## src/rtl/shift_sequencer_reg.sv

```systemverilog
// N-bit multi-mode shift register with a built-in burst sequencer.
// One Start pulse runs Count shifts on its own and reports with Busy and Done.
module shift_sequencer_reg #(
  parameter int unsigned N  = 8,
  parameter int unsigned CW = $clog2(N + 1)
) (
  input  logic          Clk,
  input  logic          Reset,
  input  logic          Load,
  input  logic [N-1:0]  Din,
  input  logic [1:0]    Mode,
  input  logic          Shift_In,
  input  logic          Shift_En,
  input  logic          Start,
  input  logic [CW-1:0] Count,
  output logic [N-1:0]  Dout,
  output logic          Shift_Out,
  output logic          Busy,
  output logic          Done
);

  typedef enum logic [1:0] {StIdle, StRun, StDone} state_e;

  state_e        state_q, state_d;
  logic [N-1:0]  dout_q, dout_d;
  logic [CW-1:0] remaining_q, remaining_d;
  logic [1:0]    mode_q, mode_d;
  logic [CW-1:0] count_sat;

  function automatic logic [N-1:0] shift_op(input logic [N-1:0] v, input logic [1:0] m,
                                            input logic s);
    logic [N-1:0] r;
    case (m)
      2'b00:   r = {s, v[N-1:1]};
      2'b01:   r = {v[N-2:0], s};
      2'b10:   r = {v[0], v[N-1:1]};
      default: r = {v[N-1], v[N-1:1]};
    endcase
    return r;
  endfunction

  // Burst lengths beyond the register width saturate at N.
  assign count_sat = (Count > CW'(N)) ? CW'(N) : Count;

  always_comb begin
    state_d     = state_q;
    dout_d      = dout_q;
    remaining_d = remaining_q;
    mode_d      = mode_q;
    case (state_q)
      StIdle: begin
        if (Load) begin
          dout_d = Din;
        end else if (Start) begin
          if (count_sat != '0) begin
            mode_d      = Mode;
            remaining_d = count_sat;
            state_d     = StRun;
          end else begin
            state_d = StDone;
          end
        end else if (Shift_En) begin
          dout_d = shift_op(dout_q, Mode, Shift_In);
        end
      end
      StRun: begin
        if (Load) begin
          // Abort: no Done pulse for a burst cut short by a load.
          dout_d      = Din;
          remaining_d = '0;
          state_d     = StIdle;
        end else begin
          dout_d      = shift_op(dout_q, mode_q, Shift_In);
          remaining_d = remaining_q - CW'(1);
          if (remaining_q == CW'(1)) begin
            state_d = StDone;
          end
        end
      end
      StDone: begin
        if (Load) begin
          dout_d = Din;
        end
        state_d = StIdle;
      end
      default: state_d = StIdle;
    endcase
  end

  always_ff @(posedge Clk or posedge Reset) begin
    if (Reset) begin
      state_q     <= StIdle;
      dout_q      <= '0;
      remaining_q <= '0;
      mode_q      <= 2'b00;
    end else begin
      state_q     <= state_d;
      dout_q      <= dout_d;
      remaining_q <= remaining_d;
      mode_q      <= mode_d;
    end
  end

  // Shift_Out follows the live Mode, even mid-burst.
  assign Dout      = dout_q;
  assign Shift_Out = (Mode == 2'b01) ? dout_q[N-1] : dout_q[0];
  assign Busy      = (state_q == StRun);
  assign Done      = (state_q == StDone);

endmodule
```

## config.mk

```make
export PLATFORM = sky130hd
export DESIGN_NAME = shift_sequencer_reg
export DESIGN_NICKNAME = d
export VERILOG_FILES = /design/src/rtl/shift_sequencer_reg.sv
export SDC_FILE = /design/constraint.sdc
export NUM_CORES = 1
export LEC_CHECK = 0
export CORE_ASPECT_RATIO = 1.2
export CORE_MARGIN = 1
export CORE_UTILIZATION = 33
export CTS_CLUSTER_SIZE = 30
export DETAILED_ROUTE_END_ITERATION = 10
export SYNTH_ARGS = -nofsm -noshare
export SYNTH_HDL_FRONTEND = slang
export SYNTH_SLANG_ARGS = --single-unit
```

## constraint.sdc

```tcl
create_clock -name Clk -period 2.7 [get_ports Clk]
set_input_delay 0.405 -clock Clk [delete_from_list [all_inputs] [get_ports Clk]]
set_output_delay 0.405 -clock Clk [all_outputs]
set_load 0.02 [all_outputs]
```

Word level (Yosys, flattened, before mapping)
Index checks and enable logic that the tools add are counted.
- memories kept: 0
- RAM bits: 0
- bits in latches: 0
- output and inout port bits: 11
- ROM bits: 0
- register bits after elaboration: 16
- input bits: 20
- logic and storage cells: 56
- divide/modulo/power cells: 0
- reduce and logical (&&, ||, !) cells: 11
- bitwise operators: 1
- shift operators: 0
- magnitude comparators: 1
- add/subtract/negate cells: 1
- multiplexer cells: 21
- equality and inequality tests: 16
- $mul: 0
- operator list (kind ; number):
    8-bit case mux with 3 select lines ; 3
    8-bit 2-to-1 mux ; 5
    4-bit 2-to-1 mux ; 5
    4-bit AND reduction ; 3
    2-bit 2-to-1 mux ; 5
    2-bit inequality test (second input constant) ; 4
    4-bit case mux with 2 select lines ; 1
    2-bit by 1-bit equality test with 1-bit output (second input constant) ; 3
    2-bit equality test (second input constant) ; 3
    2-bit zero test ; 3
    3-bit inequality test (second input constant) ; 2
    6-bit AND reduction ; 1
    5-bit by 2-bit inequality test with 1-bit output (second input constant) ; 1
    5-bit by 3-bit inequality test with 1-bit output (second input constant) ; 1
    4-bit by 1-bit equality test with 1-bit output (second input constant) ; 1
    4-bit greater-than comparator (second input constant) ; 1
    2-bit case mux with 2 select lines ; 1
    4-bit nonzero test ; 1
    4-bit by 1-bit subtractor with 4-bit output (second input constant) ; 1
    3-bit by 2-bit inequality test with 1-bit output (second input constant) ; 1
    3-bit AND reduction ; 1
    3-bit nonzero test ; 1
    2-bit nonzero test ; 1
    1-bit 2-to-1 mux ; 1
    1-bit NOT ; 1

Logic depth before layout (Yosys ltp)
- depth after elaboration: 7
- mapped depth: 7
- gate-level depth less buffers: 6

Worst setup path after synthesis
Ideal clock, no wire load.
- path kind: flip-flop to flip-flop
- from: register state_q[0]
- to: register dout_q[7], in the netlist Dout[7]
- clock period less this slack: 1.893 ns
- buffers on the path: 0
- slack: 0.807 ns
- arrival time: 1.768 ns
- data required time: 2.575 ns
- stages on the path, launching flop included: 7
- library setup time: 0.125 ns
- path through: dfrtp_1 -> inv_1 -> ha_1 -> nor2b_1 -> a221o_1 -> a311oi_2 -> mux2_2
- word-level cells in the longest chain between the ends: 3
- elaborated cells on any way between the ends: 11
- classes of those cells: 7 x eq/ne; 1 x mux; 3 x reduce/logical
- ends and longest elaborated chain (item ; RTL line ; RTL):
    start, declared ; 24 ; state_e state_q, state_d;
    start signal, assigned ; 92 ; state_q <= StIdle;
    start signal, assigned ; 97 ; state_q <= state_d;
    2-bit by 1-bit equality test with 1-bit output (tied with other cells) ; 50 ; case (state_q)
    5-bit by 2-bit inequality test with 1-bit output (no source line) (tied with other cells) ; -- ;
    6-bit AND reduction (no source line) ; -- ;
    end signal, assigned ; 98 ; dout_q <= dout_d;
    end, declared ; 25 ; logic [N-1:0] dout_q, dout_d;
Parallel ways exist; a longest one is shown, timed or not.
A chain may end at the register's enable or synchronous reset.

Final worst setup path
- from: input port Mode[0]
- to: output port Shift_Out
- word-level cells in the longest chain between the ends: 2
- ends and longest elaborated chain (item ; RTL line ; RTL):
    start, declared ; 11 ; input logic [1:0] Mode,
    2-bit by 1-bit equality test with 1-bit output ; 106 ; assign Shift_Out = (Mode == 2'b01) ? dout_q[N-1] : dout_q[0];
    1-bit 2-to-1 mux ; 106 ;
    end, declared ; 17 ; output logic Shift_Out,
No other way between the ends.

==> impl_metrics.csv <==
group,metric,value,unit
synth,synth_commonest_cells,"dfrtp_1 (16), nand2_1 (15), inv_1 (11), ha_1 (10), a32oi_1 (9)",
clock_network,insertion_delay,0.25,ns
route,viasPerCell,5.64,
floorplan,die_h,71.4,um
route,highest_layer,"met4",
setup_path,regToRegEndpoint,"Dout[0]$_DFFE_PP0P_",
setup_path,cp-start-kind,"primary input",
final_layout,drive_gt1_share,12.2,%
setup_path,cp_common_cell,"clkdlybuf4s50_1",
timing,slew_viol_final,0,
global_route,grt_overflow,0,
timing,grt_setup_unrepaired,"false",
global_route,grt_pass1_vias,1304,
route,route.met3.wl,124,um
synth,netlist_area,1320,sq um
pwr,p_leak,0.708,nW
floorplan,die_w,59.8,um
clock_network,cts_resized,0,
timing,finalHoldViolations,0,
job,maxCapViolCount,0,
setup_path,reg2reg_from,"state_q[1]$_DFFE_PP0P_",
clock_network,ctsHtreeMaxLevel,1,
timing,worst_slew_pin_slew,0.808,ns
route,wl_per_cell,15.3,um
timing,period_share,90.5,%
setup_path,cp.required,2.30,ns
global_route,antenna_found_initial,0,
timing,fin_skew,0.00130,ns
setup_path,cp_cell_sequence,"clkdlybuf4s50_1 > nor2b_1 > mux2_2 > clkdlybuf4s50_1",
synth,synth_cell_types,36,
clock_network,clock-root-buffer,"clkbuf_8",
route,m1WireLength,1600,um
clock_network,cts_tree,"built",
global_route,grt_max_degree,17,
placement,dp_hpwl,2590,um
clock_network,post_cts_buffers,0,
pwr,ir_drop,0.518,mV
global_route,grt_pass1_wl,5980,um
global_route,track_usage,18.1,%
setup_path,r2r_cells,6,
route,drt_iter0_markers,90,
synth,syn_nets,180,
placement,place_congestion,0.833,
route,routed_wl,3560,um
synth,synth_enable_flop_cells,0,
setup_path,r2r_slack,0.47,ns
timing,clock.fmax,0.409,GHz
final_layout,nFillCells,388,
clock_network,numCtsBuffers,3,
timing,layout_min_cycle_time,2.44,ns
synth,synth_seq_cells,16,
route,antenna_left,0,
synth,syn-instance-count,150,
route,drc_errors,0,
synth,yosys_warnings,0,
clock_network,clock_path_buffers,2,
floorplan,dieArea,4270,sq um
clock_network,cts_num_sinks,16,
final_layout,nets,211,
synth,synth_top_cell_area_share,30.3,%
synth,async_flop_share,100,%
setup_path,critPathMaxFanout,4,
min_path,hold_class,"in2async",
floorplan,start_util,35.5,%
floorplan,coreArea,3720,sq um
synth,synth_most_common_cell,"dfrtp_1",
synth,synth.yosys.seq_area_share,30.3,%
pwr,p_per_area,1110,nW/um^2
setup_path,cp.arrival,2.04,ns
setup_path,worst-setup-path-type,"in2out",
final_layout,area_delta_synth_final,31.1,%
route,wl_met2,1810,um
final_layout,diodes,0,
synth,ys_top_cells_by_area,"dfrtp_1 (30%), ha_1 (9.5%), a32oi_1 (6.0%), a2111oi_0 (4.6%), a31o_2 (4.6%)",
synth,synthFlopType,"dfrtp_1",
setup_path,critPathSlowestCell,"clkdlybuf4s50_1",
route,dr.pass1.iters,4,
clock_network,clk_pin_slew_worst_paths,0.07,ns
clock_network,hold_buffers,0,
setup_path,crit_path_max_incr_delay,0.54,ns
floorplan,ioPinCount,31,
pwr,total_power,1.93,mW
timing,slew_headroom,46.0,%
timing,setup_viol,0,
run_status,status,"complete, no violations",
synth,yosysTopAreaCell,"dfrtp_1",
timing,tns,0,ns
route,dr_total_vias,1309,
floorplan,num_rows,24,
setup_path,cp-end-kind,"primary output",
placement,numPortBuffers,30,
synth,avgSynthCellArea,8.82,sq um
==> report_power, final <==
group | total, mW | internal (mW) | switching [mW]
Clock | 0.219 | 0.129 | 0.0901
Combinational | 1.21 | 0.577 | 0.634
Sequential | 0.500 | 0.364 | 0.136
Total | 1.93 | 1.07 | 0.861
==> layout make-up <==
type | count | area (sq um) | share of cell area, %
clock buffer | 4 | 55.1 | 3.17
inverter | 12 | 45.0 | 2.60
multi-input combinational | 114 | 838 | 48.3
sequential | 16 | 400 | 23.1
tap | 52 | 65.1 | 3.75
timing repair buffer | 34 | 330 | 19.0
==> state kept, by name, indices dropped and copies added (netlist names) <==
| name | count |
|---|---|
| Dout | 8 |
| mode_q | 2 |
| remaining_q | 4 |
| state_q | 2 |
==> worst max path at each step <==
stage	startpoint	endpoint	cells past startpoint	slack (ns)
after floorplan	state_q[0]$_DFFE_PP0P_	Dout[7]$_DFFE_PP0P_	6	0.81
after global placement	Mode[0]	Shift_Out	4	0.26
after detailed placement	Mode[0]	Shift_Out	4	0.25
after CTS	Mode[0]	Shift_Out	4	0.25
after global routing	Mode[0]	Shift_Out	4	0.19
final	Mode[0]	Shift_Out	4	0.26
==> placed cells by master (no fill, tap or decap), types with 2 or more instances in the layout <==
cell type | Yosys | layout
a2111oi_0 | 7 | 7
a21oi_1 | 5 | 5
a221oi_1 | 2 | 2
a31o_2 | 7 | 7
a32oi_1 | 9 | 9
and3_1 | 7 | 7
buf_4 | 1 | 4
clkbuf_8 | 0 | 4
clkdlybuf4s50_1 | 0 | 30
dfrtp_1 | 16 | 16
ha_1 | 10 | 10
inv_1 | 11 | 11
mux2_2 | 4 | 4
nand2_1 | 15 | 15
nand2b_1 | 3 | 3
nor2_1 | 3 | 3
nor2b_1 | 5 | 5
nor3_1 | 2 | 2
nor3b_1 | 6 | 6
o21ai_0 | 3 | 3
o21ai_1 | 7 | 7
o22ai_1 | 2 | 2
or3_1 | 5 | 5
==> worst max-delay path, delay by kind of cell <==
kind	cells	cell delay, ns
and+or+nand+nor	1	0.20
muxes	1	0.36
buffers and inverters	2	1.07
==> per-stage QoR <==
| stage | area (sq um) | instances | setup WS, ns | hold slack, ns | utilization (%) |
|---|---|---|---|---|---|
| 3_3_place_gp | 1680 | 228 | 0.261 | 0.512 | 45.1 |
| 2_1_floorplan | 1320 | 150 | 0.807 | 0.319 | - |
| 4_1_cts | 1730 | 232 | 0.247 | 0.550 | 46.6 |
| 3_5_place_dp | 1680 | 228 | 0.253 | 0.532 | 45.1 |
| 6_report | 1730 | 232 | 0.256 | 0.544 | 46.6 |
| 5_1_grt | 1730 | 232 | 0.187 | 0.594 | 46.6 |
==> routing by layer <==
layer	track usage, %	vias to the layer above
li1	-	634
met1	23.1	649
met2	30.4	24
met3	2.89	2
met4	6.20	0
met5	0	-
==> cells by family (layout without fill, tap and decap cells) <==
logic type / count (synthesis) / in the layout / synth area share, %
flops: 16 / 16 / 30.3
compound gates: 50 / 50 / 28.8
fa+ha+maj: 10 / 10 / 9.46
mux: 5 / 5 / 4.16
simple gates: 49 / 49 / 21.0
buf+inv: 20 / 50 / 6.34
Power figures use the tool's default switching activity.
